`config.mk`:
```
export PLATFORM = sky130hd
export DESIGN_NAME = bus_connect_seq_flat
export DESIGN_NICKNAME = d
export VERILOG_FILES = /design/src/rtl/bus_connect_seq_if.sv /design/src/rtl/bus_connect_seq.sv /design/src/flat_wrapper.sv
export SDC_FILE = /design/constraint.sdc
export NUM_CORES = 1
export LEC_CHECK = 0
export ABC_AREA = 1
export CAP_MARGIN = 20
export CORE_MARGIN = 4
export CORE_UTILIZATION = 45
export DETAILED_ROUTE_END_ITERATION = 6
export DONT_BUFFER_PORTS = 1
export SYNTH_ARGS = -nofsm -noshare
export SYNTH_HDL_FRONTEND = slang
export SYNTH_SLANG_ARGS = --single-unit
export TNS_END_PERCENT = 50
```
`constraint.sdc`:
```
create_clock -name clock -period 2.67 [get_ports clock]
set_clock_uncertainty 0.05 [all_clocks]
set_input_delay 0.4005 -clock clock [delete_from_list [all_inputs] [get_ports clock]]
set_output_delay 0.4005 -clock clock [all_outputs]
set_load 0.03 [all_outputs]
```
`src/rtl/bus_connect_seq_if.sv`:
```
// Control/status bundle between the host or scan logic and the analog bus sequencer.
interface bus_connect_seq_if #(
   parameter int CHANNELS = 8
);
   localparam int SEL_W = (CHANNELS > 1) ? $clog2(CHANNELS) : 1;

   logic [SEL_W-1:0]    sel;
   logic                sel_valid;
   logic                sel_ready;
   logic                disconnect;
   logic                scan_en;
   logic                err_clr;
   logic [CHANNELS-1:0] sw_en;
   logic [SEL_W-1:0]    active_ch;
   logic                connected;
   logic                eoc;
   logic                err;

   modport master (
      output sel, sel_valid, disconnect, scan_en, err_clr,
      input  sel_ready, sw_en, active_ch, connected, eoc, err
   );

   modport slave (
      input  sel, sel_valid, disconnect, scan_en, err_clr,
      output sel_ready, sw_en, active_ch, connected, eoc, err
   );
endinterface

```
`src/rtl/bus_connect_seq.sv`:
```
// Break-before-make analog bus switch sequencer with host-select and auto-scan.
module bus_connect_seq_lane (
   input  logic clock,
   input  logic reset,
   input  logic en_d,
   output logic en_q
);
   always_ff @(posedge clock or negedge reset)
      if (!reset) en_q <= 1'b0;
      else        en_q <= en_d;
endmodule

module bus_connect_seq #(
   parameter int CHANNELS      = 8,
   parameter int DEAD_CYCLES   = 2,
   parameter int SETTLE_CYCLES = 4,
   parameter int DWELL_CYCLES  = 16
) (
   input logic                 clock,
   input logic                 reset,
   bus_connect_seq_if.slave    bus
);
   localparam int SEL_W  = (CHANNELS > 1) ? $clog2(CHANNELS) : 1;
   localparam int MAXC_A = (DEAD_CYCLES > SETTLE_CYCLES) ? DEAD_CYCLES : SETTLE_CYCLES;
   localparam int MAXC   = (MAXC_A > DWELL_CYCLES) ? MAXC_A : DWELL_CYCLES;
   localparam int CW     = $clog2(MAXC + 1);
   localparam logic [CW-1:0] DEAD_LAST   = CW'(DEAD_CYCLES - 1);
   localparam logic [CW-1:0] SETTLE_LAST = CW'((SETTLE_CYCLES == 0) ? 0 : SETTLE_CYCLES - 1);
   localparam logic [CW-1:0] DWELL_LAST  = CW'(DWELL_CYCLES - 1);
   localparam logic [SEL_W-1:0] LAST_CH  = SEL_W'(CHANNELS - 1);

   typedef enum logic [1:0] {ST_IDLE, ST_BREAK, ST_MAKE, ST_CONN} st_t;

   st_t                 st, st_n;
   logic [SEL_W-1:0]    act, act_n, act_inc;
   logic [CW-1:0]       cnt, cnt_n;
   logic                err_q, err_n, eoc_q, eoc_n, conn_q;
   logic                accept, bad_sel;
   logic [CHANNELS-1:0] sw_d, sw_q;

   assign bus.sel_ready = !bus.scan_en && (st == ST_IDLE || st == ST_CONN);
   assign accept        = bus.sel_valid && bus.sel_ready && !bus.disconnect;
   assign bad_sel       = {1'b0, bus.sel} >= (SEL_W+1)'(CHANNELS);
   assign act_inc       = (act == LAST_CH) ? '0 : act + SEL_W'(1);

   always_comb begin
      st_n  = st;
      act_n = act;
      cnt_n = cnt;
      err_n = err_q;
      eoc_n = 1'b0;
      if (bus.err_clr) err_n = 1'b0;
      if (bus.disconnect) begin
         st_n = ST_IDLE;
      end else begin
         case (st)
            ST_IDLE:
               if (bus.scan_en) begin
                  act_n = '0;
                  st_n  = ST_MAKE;
               end else if (accept) begin
                  if (bad_sel) err_n = 1'b1;
                  else begin
                     act_n = bus.sel;
                     st_n  = ST_MAKE;
                  end
               end
            ST_BREAK:
               if (cnt == DEAD_LAST) st_n = ST_MAKE;
               else                  cnt_n = cnt + CW'(1);
            ST_MAKE:
               if (cnt == SETTLE_LAST) st_n = ST_CONN;
               else                    cnt_n = cnt + CW'(1);
            ST_CONN:
               if (bus.scan_en) begin
                  if (cnt == DWELL_LAST) begin
                     act_n = act_inc;
                     st_n  = ST_BREAK;
                     eoc_n = (act == LAST_CH);
                  end else cnt_n = cnt + CW'(1);
               end else begin
                  // dwell only runs while scanning, so a later scan_en starts fresh
                  cnt_n = '0;
                  if (accept) begin
                     if (bad_sel) err_n = 1'b1;
                     else if (bus.sel != act) begin
                        act_n = bus.sel;
                        st_n  = ST_BREAK;
                     end
                  end
               end
            default: st_n = ST_IDLE;
         endcase
      end
      if (st_n != st) cnt_n = '0;
   end

   always_ff @(posedge clock or negedge reset) begin
      if (!reset) begin
         st     <= ST_IDLE;
         act    <= '0;
         cnt    <= '0;
         err_q  <= 1'b0;
         eoc_q  <= 1'b0;
         conn_q <= 1'b0;
      end else begin
         st     <= st_n;
         act    <= act_n;
         cnt    <= cnt_n;
         err_q  <= err_n;
         eoc_q  <= eoc_n;
         conn_q <= (st_n == ST_CONN);
      end
   end

   // switch enables are registered from next state, so BREAK/IDLE open them on the same edge
   for (genvar i = 0; i < CHANNELS; i++) begin : g_lane
      assign sw_d[i] = (st_n == ST_MAKE || st_n == ST_CONN) && (act_n == SEL_W'(i));
      bus_connect_seq_lane u_lane (
         .clock (clock),
         .reset (reset),
         .en_d  (sw_d[i]),
         .en_q  (sw_q[i])
      );
   end

   assign bus.sw_en     = sw_q;
   assign bus.active_ch = act;
   assign bus.connected = conn_q;
   assign bus.eoc       = eoc_q;
   assign bus.err       = err_q;
endmodule

```
`src/flat_wrapper.sv`:
```
// flat-port wrapper written by rule: the top's interface ports become plain ports
module bus_connect_seq_flat 
#(
   parameter int CHANNELS      = 8,
   parameter int DEAD_CYCLES   = 2,
   parameter int SETTLE_CYCLES = 4,
   parameter int DWELL_CYCLES  = 16
)
  (clock, reset, bus_sel, bus_sel_valid, bus_disconnect, bus_scan_en, bus_err_clr, bus_sel_ready, bus_sw_en, bus_active_ch, bus_connected, bus_eoc, bus_err);
  bus_connect_seq_if #(.CHANNELS(CHANNELS)) bus_i ();
  input logic clock;
  input logic reset;
  input wire logic [$bits(bus_i.sel)-1:0] bus_sel;
  input wire logic [$bits(bus_i.sel_valid)-1:0] bus_sel_valid;
  input wire logic [$bits(bus_i.disconnect)-1:0] bus_disconnect;
  input wire logic [$bits(bus_i.scan_en)-1:0] bus_scan_en;
  input wire logic [$bits(bus_i.err_clr)-1:0] bus_err_clr;
  output wire logic [$bits(bus_i.sel_ready)-1:0] bus_sel_ready;
  output wire logic [$bits(bus_i.sw_en)-1:0] bus_sw_en;
  output wire logic [$bits(bus_i.active_ch)-1:0] bus_active_ch;
  output wire logic [$bits(bus_i.connected)-1:0] bus_connected;
  output wire logic [$bits(bus_i.eoc)-1:0] bus_eoc;
  output wire logic [$bits(bus_i.err)-1:0] bus_err;
  assign bus_i.sel = bus_sel;
  assign bus_i.sel_valid = bus_sel_valid;
  assign bus_i.disconnect = bus_disconnect;
  assign bus_i.scan_en = bus_scan_en;
  assign bus_i.err_clr = bus_err_clr;
  assign bus_sel_ready = bus_i.sel_ready;
  assign bus_sw_en = bus_i.sw_en;
  assign bus_active_ch = bus_i.active_ch;
  assign bus_connected = bus_i.connected;
  assign bus_eoc = bus_i.eoc;
  assign bus_err = bus_i.err;
  bus_connect_seq #(.CHANNELS(CHANNELS), .DEAD_CYCLES(DEAD_CYCLES), .SETTLE_CYCLES(SETTLE_CYCLES), .DWELL_CYCLES(DWELL_CYCLES)) u_core (.clock(clock), .reset(reset), .bus(bus_i));
endmodule
```
==> results of run 1 <==
==> cells in the mapped netlist <==
cell	instances	area [sq um]
ha_1	9	113
a21oi_1	6	30.0
nor2_1	27	101
dfrtp_1	20	500
nor4_1	1	6.26
xnor2_1	1	8.76
inv_1	22	82.6
nor2_2	2	12.5
clkinv_2	1	5.00
nand2_2	4	25.0
nand2_1	42	158
a31oi_1	1	6.26
o21ai_1	1	5.00
inv_2	2	7.51
nor3_1	2	10.0
o211ai_1	1	7.51
o21ai_0	3	15.0
nand3_2	1	10.0
buf_4	9	67.6
nor2_4	2	22.5
conb_1	1	3.75
o21ai_2	4	35.0
nand3_1	15	75.1
==> cell families (layout without fill, tap and decap cells) <==
kind of cell | Yosys count | in the layout | share of synthesized area
AOI/OAI and AO/OA | 16 | 16 | 0.0756
and+or+nand+nor | 96 | 96 | 0.322
other | 1 | 1 | 0.00287
xor gates and xnor gates | 1 | 1 | 0.00670
DFF | 20 | 20 | 0.383
adders and majority gates | 9 | 9 | 0.0861
buffers and inverters | 34 | 30 | 0.124
==> power groups by stage <==
stage          sequential [mW]  clock [mW]  combinational, mW
2_1_floorplan            0.437           0              0.499
3_3_place_gp             0.481           0              0.536
3_5_place_dp             0.483           0              0.548
4_1_cts                  0.477       0.251              0.557
5_1_grt                  0.484       0.264              0.639
6_report                 0.475       0.242              0.553
==> layer usage <==
| layer | wire length, microns | up-vias | global-route usage |
|---|---|---|---|
| met3 | 131 | 2 | 0.0393 |
| met1 | 1130 | 479 | 0.205 |
| met4 | 23 | 0 | 0.0545 |
| met2 | 1200 | 17 | 0.260 |
| li1 | - | 535 | - |
| met5 | 0 | - | 0 |
==> worst max-delay path, stage by stage, from the launching register on <==
cell	delay (ns)
dfrtp_1	0.48
inv_1	0.14
ha_1	0.36
nor2_4	0.17
inv_2	0.08
nor2_4	0.13
nand2_1	0.11
nand2_1	0.07
nand2_1	0.05
nand2_1	0.08
nand2_1	0.10
nand2_1	0.09
nand3_2	0.13
nor2_1	0.12
==> registers in the layout, summed over array words and instances (netlist names) <==
signal and cells:
u_core.bus.eoc 1, u_core.bus.active_ch 3, u_core.bus.connected 1, u_core.st 2
u_core.g_lane.u_lane.en_q 8, u_core.cnt 5
==> timing repair <==
item                      4_1_cts  5_1_grt
hold endpoints to repair       20        0
resized for setup               0        0
hold buffers                    1        0
buffers inserted                0        0
==> final timing paths <==
| check | cells after the start | end | start | slack, ns |
|---|---|---|---|---|
| min in group asynchronous | 1 | u_core.cnt[3] | reset | 0.61 |
| max reg2reg | 13 | u_core.cnt[0] | u_core.st[1] | 0.45 |
| max in group asynchronous | 1 | u_core.g_lane[7].u_lane.en_q | reset | 1.44 |
| min reg2reg | 2 | u_core.cnt[4] | u_core.cnt[4] | 0.51 |
| min | 1 | u_core.bus.eoc | bus_disconnect | 0.12 |
| max | 13 | u_core.cnt[0] | u_core.st[1] | 0.45 |
==> per-stage QoR <==
step	utilization	worst slack (ns)
2_1_floorplan	-	0.797
3_3_place_gp	0.464	0.530
3_5_place_dp	0.464	0.476
4_1_cts	0.486	0.441
5_1_grt	0.486	0.227
6_report	0.486	0.446
==> layout make-up <==
type | count | area [sq um]
clock buffer | 3 | 22.5
clock inverter | 1 | 30.0
sequential | 20 | 500
fill | 286 | 1420
timing repair buffer | 1 | 10.0
inverter | 25 | 95.1
tap | 31 | 38.8
multi-input combinational | 123 | 644
==> results.txt, run 1 <==
outcome -> finished clean
Worst-Margin Slew -> 0.871 ns
combinational share of power -> 0.435
Area Overhead vs Synth -> 2.58%
Reg clk slew, reported paths -> 0.11 ns
commonest non-fill, non-tap cells in the layout -> 42 x nand2_1, 27 x nor2_1, 22 x inv_1
Ant. Diodes -> 0
I/O Buffers -> 0
Max Cap Viol -> 0
Slew headroom -> 0.417
worst hold slack -> 0.116 ns
clk buf depth -> 2
CTS buffer count -> 3
Post-route DRC -> 0
Final Non-Filler Cells -> 204
Final Hold Viols -> 0
fraction of layout cells with a size suffix above 1 -> 0.116
Setup TNS -> 0 ns
GP Congestion -> 0.841
maximum number of pins on one net before global-route repair -> 21
die area -> 0.00383 sq mm
first-pass GRT wire length -> 4.53 mm
Synth cell types -> 23
Max H-tree Level -> 1
ANT nets after route -> 0
RSZ-0062 raised after global routing -> false
Die Height -> 61.9 microns
total gr overflow -> 0
final setup fails -> 0
gr usage total -> 0.159
Leak -> 0.669 nW
Psw -> 588 uW
Nets -> 192
type of the worst setup path -> reg2reg
Routed Wire Length -> 2.49 mm
Worst-Skew Late Latency -> 0.29 ns
Final Total Pwr -> 1.27 mW
drt first pass iters -> 4
per-cell routed wire length -> 12.2 microns
vias per cell -> 5.06
final slew viol count -> 0
CP startpoint kind -> flop
mean post-synth cell area -> 7.39 sq um
commonest non-fill, non-tap cell in the layout -> nand2_1
post-synthesis instance area -> 0.00131 sq mm
Clock Tree Root -> clkbuf_4
Syn Nets -> 195
Pwr Density -> 947 mW/mm^2
Switching Share -> 0.463
Top Ports -> 24
Die Width -> 61.9 microns
warnings from Yosys -> 0
initial antenna violation count -> 0
Core Footprint -> 0.00276 sq mm
CTS tree -> yes
crit end category -> flop
hpwl dp -> 2.02 mm
cell area after layout -> 0.00134 sq mm
part of the power in registers -> 0.374
Syn Inst Count -> 177
final period utilization -> 0.833
Crit Path Max Fanout -> 6
Peak VDD IR -> 0.737 mV
vias in the first global route -> 1026
critical path arrival -> 2.40 ns
internal power -> 683 uW
clock power share -> 0.191
hold crit path type -> in2reg
DP Cell Count -> 199
Cell Area, Placed -> 0.00128 sq mm
DR iter-0 viols -> 50
via count -> 1033
sequential fraction of the synthesis area -> 0.383
row cnt -> 19
fmax -> 0.450 GHz
CP required -> 2.85 ns
initial core utilization -> 0.474
clock period minus worst slack -> 2.22 ns
CTS sink cnt -> 20
post-synthesis register bit count -> 20
No activity file was read; power rests on OpenSTA's default activity.
==> run 2, diff against run 1 <==
clock period = 2.2 ns   (was 2.67 ns; I/O delays follow)
==> run 2 against run 1 <==
  * Global-route usage increased by 0.20 points
  * Die area unchanged
  * Final cell count increased by 4.4%
  * Via count increased by 3.2%
==> results.txt, run 2 (synthesis gave the netlist of run 1 again) <==
CTS tree -> yes (unchanged)
Max Cap Viol -> 0 (unchanged)
Post-route DRC -> 0 (unchanged)
max FFs per register -> 8 (unchanged)
Die Width -> 61.9 microns (unchanged)
Setup TNS -> 0 ns (unchanged)
critical path arrival -> 2.24 ns (was 2.40 ns)
share of the core filled with cells -> 0.523 (was 0.486)
R2R Path End -> u_core.cnt[3] (was u_core.cnt[0])
Top Ports -> 24 (unchanged)
outcome -> finished clean (unchanged)
Pwr Density -> 1190 mW/mm^2 (was 947 mW/mm^2)
final setup fails -> 0 (unchanged)
Max H-tree Level -> 1 (unchanged)
fraction of layout cells with a size suffix above 1 -> 0.198 (was 0.116)
DR iter-0 viols -> 52 (was 50)
Ant. Diodes -> 0 (unchanged)
Hold Path End -> u_core.bus.eoc (unchanged)
Core Footprint -> 0.00276 sq mm (unchanged)
GP Congestion -> 0.831 (was 0.841)
Crit Path Max Fanout -> 7 (was 6)
I/O Buffers -> 0 (unchanged)
Worst-Margin Slew -> 0.896 ns (was 0.871 ns)
die area -> 0.00383 sq mm (unchanged)
Nets -> 201 (was 192)
Die Height -> 61.9 microns (unchanged)
final slew viol count -> 0 (unchanged)
commonest non-fill, non-tap cell in the layout -> nand2_1 (unchanged)
CP required -> 2.38 ns (was 2.85 ns)
gr usage total -> 0.161 (was 0.159)
Worst-Skew Late Latency -> 0.29 ns (about the same)
fmax -> 0.486 GHz (was 0.450 GHz)
CTS buffer count -> 3 (unchanged)
hold crit path type -> in2reg (unchanged)
per-cell routed wire length -> 12.9 microns (was 12.2 microns)
Reg with most FFs -> u_core.g_lane.u_lane.en_q (unchanged)
vias in the first global route -> 1019 (was 1026)
total gr overflow -> 0 (unchanged)
maximum number of pins on one net before global-route repair -> 21 (unchanged)
Buf/Inv on CP -> 3 (was 2)
CP Cell Sequence -> buf_4 > ha_1 > inv_1 > nor2_2 > nor2_2 > nand3_2 > nor2_4 > o211ai_1 > o21ai_0 > inv_1 > nor2_1 (was inv_1 > ha_1 > nor2_4 > inv_2 > nor2_4 > nand2_1 > nand2_1 > nand2_1 > nand2_1 > nand2_1 > nand2_1 > nand3_2 > nor2_1)
clock period minus worst slack -> 2.06 ns (was 2.22 ns)
clk buf depth -> 2 (unchanged)
Worst Reg-to-Reg Cells -> 11 (was 13)
Hold Path Depth -> 1 (unchanged)
Clock Tree Root -> clkbuf_4 (unchanged)
ANT nets after route -> 0 (unchanged)
hold path startpoint -> bus_disconnect (unchanged)
Area Overhead vs Synth -> 10.3% (was 2.58%)
R2R setup slack -> 0.14 ns (was 0.45 ns)
Slew headroom -> 0.401 (was 0.417)
Leak -> 0.719 nW (was 0.669 nW)
drt first pass iters -> 4 (unchanged)
Peak VDD IR -> 0.886 mV (was 0.737 mV)
Final Hold Viols -> 0 (unchanged)
Slowest-stage cell, CP -> dfrtp_2 (was dfrtp_1)
commonest non-fill, non-tap cells in the layout -> 41 x nand2_1, 25 x nor2_1, 22 x inv_1 (was 42 x nand2_1, 27 x nor2_1, 22 x inv_1)
CP startpoint kind -> flop (unchanged)
Max stage delay on crit path -> 0.46 ns (was 0.48 ns)
Reg clk slew, reported paths -> 0.11 ns (about the same)
vias per cell -> 5.00 (was 5.06)
initial antenna violation count -> 0 (unchanged)
kind of cell adding the most delay to the critical path -> simple AND/OR/NAND/NOR gates (unchanged)
type of the worst setup path -> reg2reg (unchanged)
row cnt -> 19 (unchanged)
final period utilization -> 0.935 (was 0.833)
hpwl dp -> 2.15 mm (was 2.02 mm)
first-pass GRT wire length -> 4.55 mm (was 4.53 mm)
Routed Wire Length -> 2.75 mm (was 2.49 mm)
crit end category -> flop (unchanged)
via count -> 1066 (was 1033)
initial core utilization -> 0.474 (unchanged)
start of the worst register-to-register path -> u_core.st[1] (unchanged)
CTS sink cnt -> 20 (unchanged)
[run 2: what timing repair did]
action,in CTS,in global routing
endpoints found under the setup margin,1,13
setup buffers,0,5
endpoints found under the hold margin,20,0
hold buffers,1,0
resized for setup,1,7
pin swaps,0,3
[run 2: stage by stage]
| stage | cell area (sq um) | power [mW] | hold slack [ns] | instances | setup slack [ns] |
|---|---|---|---|---|---|
| finish | 1440 | 1.72 | 0.0362 | 213 | 0.143 |
| global route | 1440 | 1.86 | 0.0187 | 213 | -0.00562 |
| CTS | 1380 | 1.63 | 0.0277 | 208 | 0.0133 |
| detailed placement | 1310 | 1.31 | -0.0152 | 203 | 0.0273 |
| global placement | 1310 | 1.28 | -0.0151 | 203 | 0.117 |
| floorplan | 1310 | 1.14 | -0.0156 | 177 | 0.327 |
[run 2: power breakdown]
group	total [mW]	internal, mW	switching [mW]
logic	0.868	0.340	0.528
registers	0.558	0.430	0.128
clock network	0.297	0.184	0.113
[run 2: layout make-up]
type,instances,area [sq um]
Sequential cell,20,502
Multi-Input combinational cell,123,677
Clock inverter,1,30.0
Timing Repair Buffer,10,77.6
Fill cell,266,1320
Clock buffer,3,22.5
Inverter,25,95.1
Tap cell,31,38.8
[run 2: per-layer routing]
layer | track usage | vias up | part of all wire
met2 | 0.281 | 14 | 0.51
met4 | 0.0455 | 0 | 0.0044
met1 | 0.202 | 497 | 0.44
li1 | - | 553 | -
met3 | 0.0310 | 2 | 0.042
met5 | 0 | - | 0
[run 2: worst register-to-register path, stage by stage (launching register included)]
cell and delay, ns:
dfrtp_2 0.46, buf_4 0.14, ha_1 0.19, inv_1 0.22
nor2_2 0.12, nor2_2 0.15, nand3_2 0.11, nor2_4 0.19
o211ai_1 0.11, o21ai_0 0.10, inv_1 0.06, nor2_1 0.10
[run 2: how the worst max path moves through the flow]
stage | from | to | depth (start not counted) | slack, ns
3_5_place_dp | u_core.cnt[1] | u_core.cnt[0] | 13 | 0.03
6_report | u_core.st[1] | u_core.cnt[3] | 11 | 0.14
5_1_grt | u_core.st[1] | u_core.cnt[0] | 11 | -0.006
4_1_cts | u_core.st[1] | u_core.cnt[1] | 13 | 0.01
2_1_floorplan | u_core.cnt[0] | u_core.cnt[0] | 13 | 0.33
3_3_place_gp | u_core.cnt[1] | u_core.cnt[0] | 13 | 0.12
